--- src/rtl/uart_prog_loader_if.sv ---
`default_nettype none
// ============================================================================
// Module      : uart_prog_loader_if
// Description : Run-mode read port and loader status bundle between the
//               program loader (slave) and the CPU fetch stage (master).
// Revision    : 1.0 - initial release
// ============================================================================
interface uart_prog_loader_if #(
    parameter int ADDR_W     = 8,
    parameter int WORD_BYTES = 2
);
    logic [ADDR_W-1:0]       rd_addr;
    logic [8*WORD_BYTES-1:0] rd_data;
    logic                    mode;
    logic [ADDR_W:0]         words_loaded;
    logic                    full;
    logic                    frame_err;
    logic                    busy;

    modport master (
        output rd_addr,
        input  rd_data, mode, words_loaded, full, frame_err, busy
    );

    modport slave (
        input  rd_addr,
        output rd_data, mode, words_loaded, full, frame_err, busy
    );
endinterface
`default_nettype wire

--- src/rtl/uart_prog_loader.sv ---
`default_nettype none
// ============================================================================
// Module      : uart_prog_loader
// Description : 8N1 UART receiver that packs bytes little-endian into words
//               and loads them into program memory; button toggles load/run.
// Revision    : 1.0 - initial release
// ============================================================================
module uart_prog_loader #(
    parameter int CLKS_PER_BIT = 234,
    parameter int WORD_BYTES   = 2,
    parameter int ADDR_W       = 8,
    parameter int TIMEOUT_BITS = 32,
    parameter bit WRAP         = 1'b0
) (
    input  wire logic          clk,
    input  wire logic          reset,
    input  wire logic          rx,
    input  wire logic          mode_btn,
    uart_prog_loader_if.slave  bus
);
    localparam int c_DATA_W   = 8 * WORD_BYTES;
    localparam int c_DEPTH    = 1 << ADDR_W;
    localparam int c_CNT_W    = $clog2(CLKS_PER_BIT);
    localparam int c_IDX_W    = (WORD_BYTES > 1) ? $clog2(WORD_BYTES) : 1;
    localparam int c_TO_LIMIT = TIMEOUT_BITS * CLKS_PER_BIT;
    localparam int c_TO_W     = $clog2(c_TO_LIMIT + 1);

    localparam logic [c_CNT_W-1:0] c_HALF      = c_CNT_W'(CLKS_PER_BIT / 2);
    localparam logic [c_CNT_W-1:0] c_LAST      = c_CNT_W'(CLKS_PER_BIT - 1);
    localparam logic [c_IDX_W-1:0] c_LAST_LANE = c_IDX_W'(WORD_BYTES - 1);
    localparam logic [ADDR_W:0]    c_DEPTH_CNT = (ADDR_W + 1)'(c_DEPTH);
    localparam logic [ADDR_W-1:0]  c_TOP       = ADDR_W'(c_DEPTH - 1);
    localparam logic [c_TO_W-1:0]  c_TO_END    = c_TO_W'(c_TO_LIMIT);

    typedef enum logic [1:0] {
        S_IDLE  = 2'd0,
        S_START = 2'd1,
        S_DATA  = 2'd2,
        S_STOP  = 2'd3
    } state_t;

    // ---------------- input synchronisers ----------------
    logic r_rx_meta, r_rx_s, r_rx_prev;
    logic r_btn_meta, r_btn_s, r_btn_prev;
    logic w_toggle;

    always_ff @(posedge clk or negedge reset) begin
        if (!reset) begin
            r_rx_meta  <= 1'b1;
            r_rx_s     <= 1'b1;
            r_rx_prev  <= 1'b1;
            r_btn_meta <= 1'b1;
            r_btn_s    <= 1'b1;
            r_btn_prev <= 1'b1;
        end else begin
            r_rx_meta  <= rx;
            r_rx_s     <= r_rx_meta;
            r_rx_prev  <= r_rx_s;
            r_btn_meta <= mode_btn;
            r_btn_s    <= r_btn_meta;
            r_btn_prev <= r_btn_s;
        end
    end

    assign w_toggle = r_btn_prev & ~r_btn_s;

    // ---------------- receiver FSM ----------------
    state_t             r_state;
    logic [c_CNT_W-1:0] r_cnt;
    logic [2:0]         r_bit_idx;
    logic [7:0]         r_shift;
    logic               r_byte_ok;
    logic               r_byte_bad;

    always_ff @(posedge clk or negedge reset) begin
        if (!reset) begin
            r_state    <= S_IDLE;
            r_cnt      <= '0;
            r_bit_idx  <= '0;
            r_shift    <= '0;
            r_byte_ok  <= 1'b0;
            r_byte_bad <= 1'b0;
        end else begin
            r_byte_ok  <= 1'b0;
            r_byte_bad <= 1'b0;
            case (r_state)
                S_IDLE: begin
                    r_cnt <= '0;
                    if (r_rx_prev && !r_rx_s)
                        r_state <= S_START;
                end
                S_START: begin
                    // Line back high at mid start bit: treat as noise.
                    if (r_cnt == c_HALF && r_rx_s) begin
                        r_state <= S_IDLE;
                        r_cnt   <= '0;
                    end else if (r_cnt == c_LAST) begin
                        r_cnt     <= '0;
                        r_bit_idx <= '0;
                        r_state   <= S_DATA;
                    end else begin
                        r_cnt <= r_cnt + c_CNT_W'(1);
                    end
                end
                S_DATA: begin
                    if (r_cnt == c_HALF)
                        r_shift <= {r_rx_s, r_shift[7:1]};
                    if (r_cnt == c_LAST) begin
                        r_cnt     <= '0;
                        r_bit_idx <= r_bit_idx + 3'd1;
                        if (r_bit_idx == 3'd7)
                            r_state <= S_STOP;
                    end else begin
                        r_cnt <= r_cnt + c_CNT_W'(1);
                    end
                end
                S_STOP: begin
                    if (r_cnt == c_HALF) begin
                        r_byte_ok  <= r_rx_s;
                        r_byte_bad <= ~r_rx_s;
                        r_state    <= S_IDLE;
                        r_cnt      <= '0;
                    end else begin
                        r_cnt <= r_cnt + c_CNT_W'(1);
                    end
                end
                default: r_state <= S_IDLE;
            endcase
        end
    end

    // ---------------- word assembly, memory control, mode ----------------
    logic [c_DATA_W-1:0] mem [c_DEPTH];
    logic                r_mode;
    logic [c_IDX_W-1:0]  r_byte_idx;
    logic [c_DATA_W-1:0] r_word;
    logic                r_wr_pend;
    logic [ADDR_W-1:0]   r_wr_ptr;
    logic [ADDR_W:0]     r_words_loaded;
    logic                r_full;
    logic                r_frame_err;
    logic [c_TO_W-1:0]   r_to_cnt;
    logic [c_DATA_W-1:0] r_rd_data;

    always_ff @(posedge clk) begin
        if (r_wr_pend && !r_full)
            mem[r_wr_ptr] <= r_word;
    end

    always_ff @(posedge clk or negedge reset) begin
        if (!reset) begin
            r_mode         <= 1'b0;
            r_byte_idx     <= '0;
            r_word         <= '0;
            r_wr_pend      <= 1'b0;
            r_wr_ptr       <= '0;
            r_words_loaded <= '0;
            r_full         <= 1'b0;
            r_frame_err    <= 1'b0;
            r_to_cnt       <= '0;
            r_rd_data      <= '0;
        end else begin
            r_wr_pend <= 1'b0;
            r_rd_data <= r_mode ? mem[bus.rd_addr] : '0;

            if (r_wr_pend && !r_full) begin
                if (r_words_loaded != c_DEPTH_CNT)
                    r_words_loaded <= r_words_loaded + (ADDR_W + 1)'(1);
                if (!WRAP && r_wr_ptr == c_TOP)
                    r_full <= 1'b1;
                else
                    r_wr_ptr <= r_wr_ptr + ADDR_W'(1);
            end

            // A partial word left idle too long is abandoned silently.
            if (r_byte_idx != '0 && r_state == S_IDLE) begin
                if (r_to_cnt == c_TO_END) begin
                    r_byte_idx <= '0;
                    r_to_cnt   <= '0;
                end else begin
                    r_to_cnt <= r_to_cnt + c_TO_W'(1);
                end
            end else begin
                r_to_cnt <= '0;
            end

            if (!r_mode) begin
                if (r_byte_ok) begin
                    r_word[{r_byte_idx, 3'b000} +: 8] <= r_shift;
                    if (r_byte_idx == c_LAST_LANE) begin
                        r_byte_idx <= '0;
                        r_wr_pend  <= 1'b1;
                    end else begin
                        r_byte_idx <= r_byte_idx + c_IDX_W'(1);
                    end
                end else if (r_byte_bad) begin
                    r_frame_err <= 1'b1;
                    r_byte_idx  <= '0;
                end
            end

            if (w_toggle) begin
                r_mode <= ~r_mode;
                if (r_mode) begin
                    r_wr_ptr       <= '0;
                    r_byte_idx     <= '0;
                    r_words_loaded <= '0;
                    r_full         <= 1'b0;
                    r_frame_err    <= 1'b0;
                    r_to_cnt       <= '0;
                end
            end
        end
    end

    assign bus.rd_data      = r_rd_data;
    assign bus.mode         = r_mode;
    assign bus.words_loaded = r_words_loaded;
    assign bus.full         = r_full;
    assign bus.frame_err    = r_frame_err;
    assign bus.busy         = (r_state != S_IDLE);

endmodule
`default_nettype wire
--- src/flat_wrapper.sv ---
// flat-port wrapper written by rule: the top's interface ports become plain ports
module uart_prog_loader_flat 
#(
    parameter int CLKS_PER_BIT = 234,
    parameter int WORD_BYTES   = 2,
    parameter int ADDR_W       = 8,
    parameter int TIMEOUT_BITS = 32,
    parameter bit WRAP         = 1'b0
)
  (clk, reset, rx, mode_btn, bus_rd_addr, bus_rd_data, bus_mode, bus_words_loaded, bus_full, bus_frame_err, bus_busy);
  uart_prog_loader_if #(.ADDR_W(ADDR_W), .WORD_BYTES(WORD_BYTES)) bus_i ();
  input  wire logic clk;
  input  wire logic reset;
  input  wire logic rx;
  input  wire logic mode_btn;
  input wire logic [$bits(bus_i.rd_addr)-1:0] bus_rd_addr;
  output wire logic [$bits(bus_i.rd_data)-1:0] bus_rd_data;
  output wire logic [$bits(bus_i.mode)-1:0] bus_mode;
  output wire logic [$bits(bus_i.words_loaded)-1:0] bus_words_loaded;
  output wire logic [$bits(bus_i.full)-1:0] bus_full;
  output wire logic [$bits(bus_i.frame_err)-1:0] bus_frame_err;
  output wire logic [$bits(bus_i.busy)-1:0] bus_busy;
  assign bus_i.rd_addr = bus_rd_addr;
  assign bus_rd_data = bus_i.rd_data;
  assign bus_mode = bus_i.mode;
  assign bus_words_loaded = bus_i.words_loaded;
  assign bus_full = bus_i.full;
  assign bus_frame_err = bus_i.frame_err;
  assign bus_busy = bus_i.busy;
  uart_prog_loader #(.CLKS_PER_BIT(CLKS_PER_BIT), .WORD_BYTES(WORD_BYTES), .ADDR_W(ADDR_W), .TIMEOUT_BITS(TIMEOUT_BITS), .WRAP(WRAP)) u_core (.clk(clk), .reset(reset), .rx(rx), .mode_btn(mode_btn), .bus(bus_i));
endmodule
--- config.mk ---
export PLATFORM = sky130hd
export DESIGN_NAME = uart_prog_loader_flat
export DESIGN_NICKNAME = d
export VERILOG_FILES = /design/src/rtl/uart_prog_loader_if.sv /design/src/rtl/uart_prog_loader.sv /design/src/flat_wrapper.sv
export SDC_FILE = /design/constraint.sdc
export NUM_CORES = 2
export LEC_CHECK = 0
export BUFFER_PORTS_ARGS = -buffer_cell sky130_fd_sc_hd__buf_2
export CAP_MARGIN = 20
export CORE_MARGIN = 5
export CORE_UTILIZATION = 39
export CTS_CLUSTER_DIAMETER = 150
export CTS_CLUSTER_SIZE = 12
export DETAILED_ROUTE_END_ITERATION = 8
export GPL_TIMING_DRIVEN = 0
export PLACE_DENSITY = 0.59
export SYNTH_ARGS = -nofsm -noshare
export SYNTH_HDL_FRONTEND = slang
export SYNTH_SLANG_ARGS = --single-unit
--- constraint.sdc ---
create_clock -name clk -period 6.35 [get_ports clk]
set_input_delay 0.3175 -clock clk [delete_from_list [all_inputs] [get_ports clk]]
set_output_delay 0.3175 -clock clk [all_outputs]
set_load 0.05 [all_outputs]
==> results.md <==
- In this run, distinct cell masters in the synthesized netlist total 72.
- The largest single stage delay on the critical path is roughly 1.1 ns.
- For the worst flop-to-flop path, the logic depth is 6.
- By instance count, the cell type seen most on the critical path is sky130_fd_sc_hd__buf_2.
- The adder-cell area share of the yosys netlist is 0.0926%.
- The average via count per standard cell is between 6 and 7.
- Cells with a size suffix above 1 make up 26.2% of the layout.
- The number of max-cap violations is 0.
- The first-pass detailed-route iteration total is 7.
- Synthesis produced a netlist with a net count of ~7600.
- The floorplan step defined a die boundary enclosing 0.429 sq mm.
- The required time at the worst-slack endpoint is between 7 and 8 ns.
- On the final layout, the worst clock skew is approximately 0.080 ns.
- Measured on the finished design, the core utilization comes to 45.3%.
- The post-detailed-route count of antenna-violating nets is 0.
- Setup repair after global routing left no endpoint under its margin.
- The remaining global-route overflow is 0.
- After clock tree synthesis, the clock-pin slew on the worst setup and hold paths is 0.06 ns.
- The flow ran to the end, and the final reports show no timing, DRC or antenna violations.
- After synthesis, the mean cell area works out to ~21 sq um.
- The setup TNS after final layout is 0 ns.
- Power comes to 54100 uW.
- For the finished layout, the period the worst path requires is slightly above 6 ns.
- The via count of the first global-routing pass is approximately 85000.
- In this run the standard cell core region covers 0.414 sq mm.
- The xor and xnor fraction of the mapped netlist area is less than 1%.
- For this run, the number of Yosys warnings is 0.
- The standard-cell row count is 236.
- The largest family of logic cells by synthesized area is multiplexers.
- STA classifies the critical path startpoint as an input port.
- Walking the worst path, the cells encountered are buf_2 > buf_2 > buf_2 > buf_2 > buf_2 > clkbuf_1 > a21oi_1 > o31ai_1 > nand4_1 > o22ai_1.
- With fillers left out, the area of the finished cells amounts to ~0.19 sq mm.
- The post-CTS repair timing setup buffer count is 0.
- For this run, design rule violations remaining after detail routing come to 0.
- The final weighted congestion in routability-driven placement is a little under 1.
- The total of endpoints with negative setup slack in the final report is 0.
- The commonest register cell after synthesis is sky130_fd_sc_hd__edfxtp_1.
- The critical-path maximum fanout is 10.
- The area of the multi-input gates is between 0.03 and 0.04 sq mm.
- The count of input and output buffers is 37.
- The capture point of the worst reg-to-reg path is u_core.mem[198][2]$_DFFE_PP_.
- Across the VDD grid, the largest voltage drop is ~0.27 mV.
- The area fraction in compound gates after synthesis is under 10%.
- The vertical extent of the die is 655 microns.
- The reg2reg setup slack is 1.39 ns.
- Counting the fill cells in the layout gives between 30000 and 40000.
- The category of the worst setup path capture point is a register.
- The leakage component of the power is between 0.04 and 0.05 uW.
- The largest individual stage delay along the critical path comes from the cell sky130_fd_sc_hd__o22ai_1.
- The deepest level of the CTS H-tree is 5.
- In this run the worst hold path is classified as reg -> reg.
- After the flow finishes, the layout carries non-filler instances totaling 14100.
- The detailed router's first-iteration violation count is 15300.
- The final number of hold-violating endpoints was 0.
- The number of top-level pins is slightly above 40.
- The first global-routing pass estimated ~760000 microns of wire.
- The share of the clock period used by the worst path after layout is between 90% and 100%.
- TritonCTS built the clock tree.
- The clock passes through at most 4 buffers.
- In this run, post-CTS repair resized a total of 0 instances.
- The initial antenna violation count is 53.
- Counting flops with a built-in enable in the synthesized netlist gives ~4100.
- The register cell area after layout is about 0.13 sq mm.
- The worst hold path passes through 0 cells.
- The area growth from synthesis to layout is 15.6%.
- Timing would allow up to 160 MHz.
- The final route contains around 89000 vias.
- The power per unit of standard cell area is roughly 290 mW/mm^2.
- The total CTS buffers is 387.
- The die outline width is around 650 microns.
- The number of hold-repair buffers added at the cts stage is 7.
- The number of pins exceeding their max-slew limit in the final report is 0.
- For hold timing, the worst endpoint is u_core.r_btn_s$_DFF_PN1_.
- The headroom to the max-slew limit is a little over an eighth.
- The maximum number of pins on one net before global-route repair is between 90 and 100.
- The global-route usage over all layers is 26.2%.
- CTS placed an instance of sky130_fd_sc_hd__clkbuf_16 at the clock tree root.
- The actual slew at the worst max-slew pin is between 1 and 1.5 ns.
- In the final design database the tool counted between 8000 and 9000 nets.
- Once the floorplan was initialized, standard cells occupied around two fifths of the core.
- STA puts the critical path data arrival time at 6.99 ns.
- Counting every instance in the synthesized netlist gives around 7600.
- For the worst-skew pair, the clock arrives at the later sink with an insertion delay of a little over 1 ns.
- The sequential share of the synthesized area is 77.3%.
- The type of the worst setup path is in -> reg.
- After detailed placement, the total cell area comes to around 0.18 sq mm.
- The final HPWL from detailed placement is between 400000 and 500000 microns.
- Summing every instance area after synthesis gives between 0.15 and 0.2 sq mm.
- For this design, the sink count on the clock tree is 4192.
- Of all flip-flops after synthesis, the portion carrying an async set or reset was under 10%.
- The simple-gate area share of the yosys netlist is under 10%.
- The startpoint of the lowest-slack hold path is u_core.r_btn_meta$_DFF_PN1_.
- The post-synthesis mux area share is roughly 15%.
- The placed cell count is ~13000.
- The startpoint of the most critical setup path is bus_rd_addr[2].
- After detailed routing, the total wire length is 574000 microns.
- In the final routed layout, each cell accounts on average for a little over 40 microns.
- After synthesis the netlist holds a flip-flop and latch count of approximately 4200.
- The startpoint identified for the worst register-to-register timing path is u_core.r_wr_pend$_DFF_PN0_.
## final cells by class
class                           instances  share of cell area (%)
Antenna cell                           64                  0.0854
Multi-Input combinational cell       2963                    18.3
Tap cell                             5474                    3.65
Clock inverter                         22                   0.210
Inverter                               17                  0.0340
Buffer                                445                    1.60
Clock buffer                          508                    5.48
Sequential cell                      4192                    66.9
Timing Repair Buffer                  389                    3.67
## synth_stat cells, drive strengths merged, types with 13 or more instances
library cell	number	area [sq um]
edfxtp	4096	123000
mux4	829	18800
mux2i	499	4990
nor2	329	1230
buf	276	2290
o221ai	217	1910
clkbuf	168	638
o22ai	154	963
a21oi	148	741
nand2	132	495
dfrtp	90	2250
o21ai	88	440
nor3	72	360
mux2	50	563
a22oi	44	330
nand3	42	210
a211oi	39	293
nand4	38	238
and2	33	206
a221oi	21	184
and3	21	131
a22o	19	166
xor2	19	166
inv	15	56.3
nor2b	15	93.8
o31ai	14	105
nand2b	13	81.3
## layout by cell type (no fill, tap or decap), types with 14 or more instances in the layout
cell,synthesis,layout
sky130_fd_sc_hd__nand4_1,38,38
sky130_fd_sc_hd__o21ai_0,88,85
sky130_fd_sc_hd__buf_4,62,68
sky130_fd_sc_hd__buf_2,100,144
sky130_fd_sc_hd__o22ai_1,154,154
sky130_fd_sc_hd__a22o_1,19,19
sky130_fd_sc_hd__a21oi_1,148,148
sky130_fd_sc_hd__nand2_1,132,132
sky130_fd_sc_hd__mux4_2,805,805
sky130_fd_sc_hd__nor2_2,0,235
sky130_fd_sc_hd__and2_1,32,32
sky130_fd_sc_hd__nor2_1,329,90
sky130_fd_sc_hd__a22oi_1,44,44
sky130_fd_sc_hd__nor2b_1,15,15
sky130_fd_sc_hd__edfxtp_1,4096,4096
sky130_fd_sc_hd__buf_6,58,63
sky130_fd_sc_hd__dfrtp_1,90,74
sky130_fd_sc_hd__dfrtp_4,0,16
sky130_fd_sc_hd__clkbuf_1,166,240
sky130_fd_sc_hd__buf_16,0,118
sky130_fd_sc_hd__clkbuf_2,0,41
sky130_fd_sc_hd__nand3_1,42,42
sky130_fd_sc_hd__o31ai_1,14,14
sky130_fd_sc_hd__clkbuf_16,0,393
sky130_fd_sc_hd__mux4_1,24,24
sky130_fd_sc_hd__buf_12,13,23
sky130_fd_sc_hd__inv_1,14,14
sky130_fd_sc_hd__a211oi_1,39,39
sky130_fd_sc_hd__xor2_1,19,19
sky130_fd_sc_hd__a221oi_1,21,21
sky130_fd_sc_hd__buf_1,21,15
sky130_fd_sc_hd__nor3_1,72,71
sky130_fd_sc_hd__o221ai_1,215,215
sky130_fd_sc_hd__diode_2,0,64
sky130_fd_sc_hd__buf_8,22,227
sky130_fd_sc_hd__mux2_2,50,50
sky130_fd_sc_hd__mux2i_1,499,499
sky130_fd_sc_hd__and3_1,21,21
## where the power goes
| group | internal (uW) | leakage [uW] | total (uW) | switching, uW |
|---|---|---|---|---|
| registers | 29900 | 0.0295 | 30000 | 47.7 |
| logic | 687 | 0.0143 | 2830 | 2140 |
| clock network | 11200 | 0.00515 | 21200 | 10000 |
## registers in the layout (all words and copies together), names as in the netlist, 3 cells and up, named ones only
register and flops:
u_core.r_shift 8, u_core.bus.rd_data 16, u_core.r_bit_idx 3, u_core.r_cnt 8, u_core.mem 4096, u_core.r_to_cnt 13
u_core.bus.words_loaded 9, u_core.r_word 16, u_core.r_wr_ptr 8
## logic make-up after synthesis
group                    count (synthesis)
AO/OA/AOI/OAI                          801
XOR/XNOR                                29
adder cells (fa/ha/maj)                 12
buffers and inverters                  462
flip-flops                            4192
multiplexers                          1378
AND/OR/NAND/NOR                        743
## critical path, delay by kind of cell
kind            cells  cell delay [ns]
compound gates      3             2.21
simple gates        1             0.72
buf+inv             6             3.68
## layer usage
metal  global-route usage, %  up-vias  wire [microns]
met4                    14.9       24           39800
met3                    9.33     1358           78200
met5                   0.475        -             446
met2                    38.9     6677          253000
li1                        -    33600               -
met1                    33.6    47400          203000
## per-stage QoR
stage / setup slack [ns] / hold slack [ns]
2_1_floorplan: 2.36 / 0.0219
3_3_place_gp: -1.87 / 0.353
3_5_place_dp: -0.172 / 0.348
4_1_cts: 0.870 / 0.362
5_1_grt: 0.742 / 0.305
6_report: 0.117 / 0.358
## how the worst max path moves through the flow
stage / to / slack (ns) / cells after the start
5_1_grt: u_core.bus.rd_data[10]$_DFF_PN0_ / 0.74 / 10
3_5_place_dp: u_core.bus.rd_data[10]$_DFF_PN0_ / -0.17 / 10
2_1_floorplan: u_core.mem[0][10]$_DFFE_PP_ / 2.36 / 0
4_1_cts: u_core.bus.rd_data[10]$_DFF_PN0_ / 0.87 / 10
6_report: u_core.bus.rd_data[10]$_DFF_PN0_ / 0.12 / 10
3_3_place_gp: u_core.mem[230][13]$_DFFE_PP_ / -1.87 / 0
Note: power is estimated with default switching activity, not from simulation.
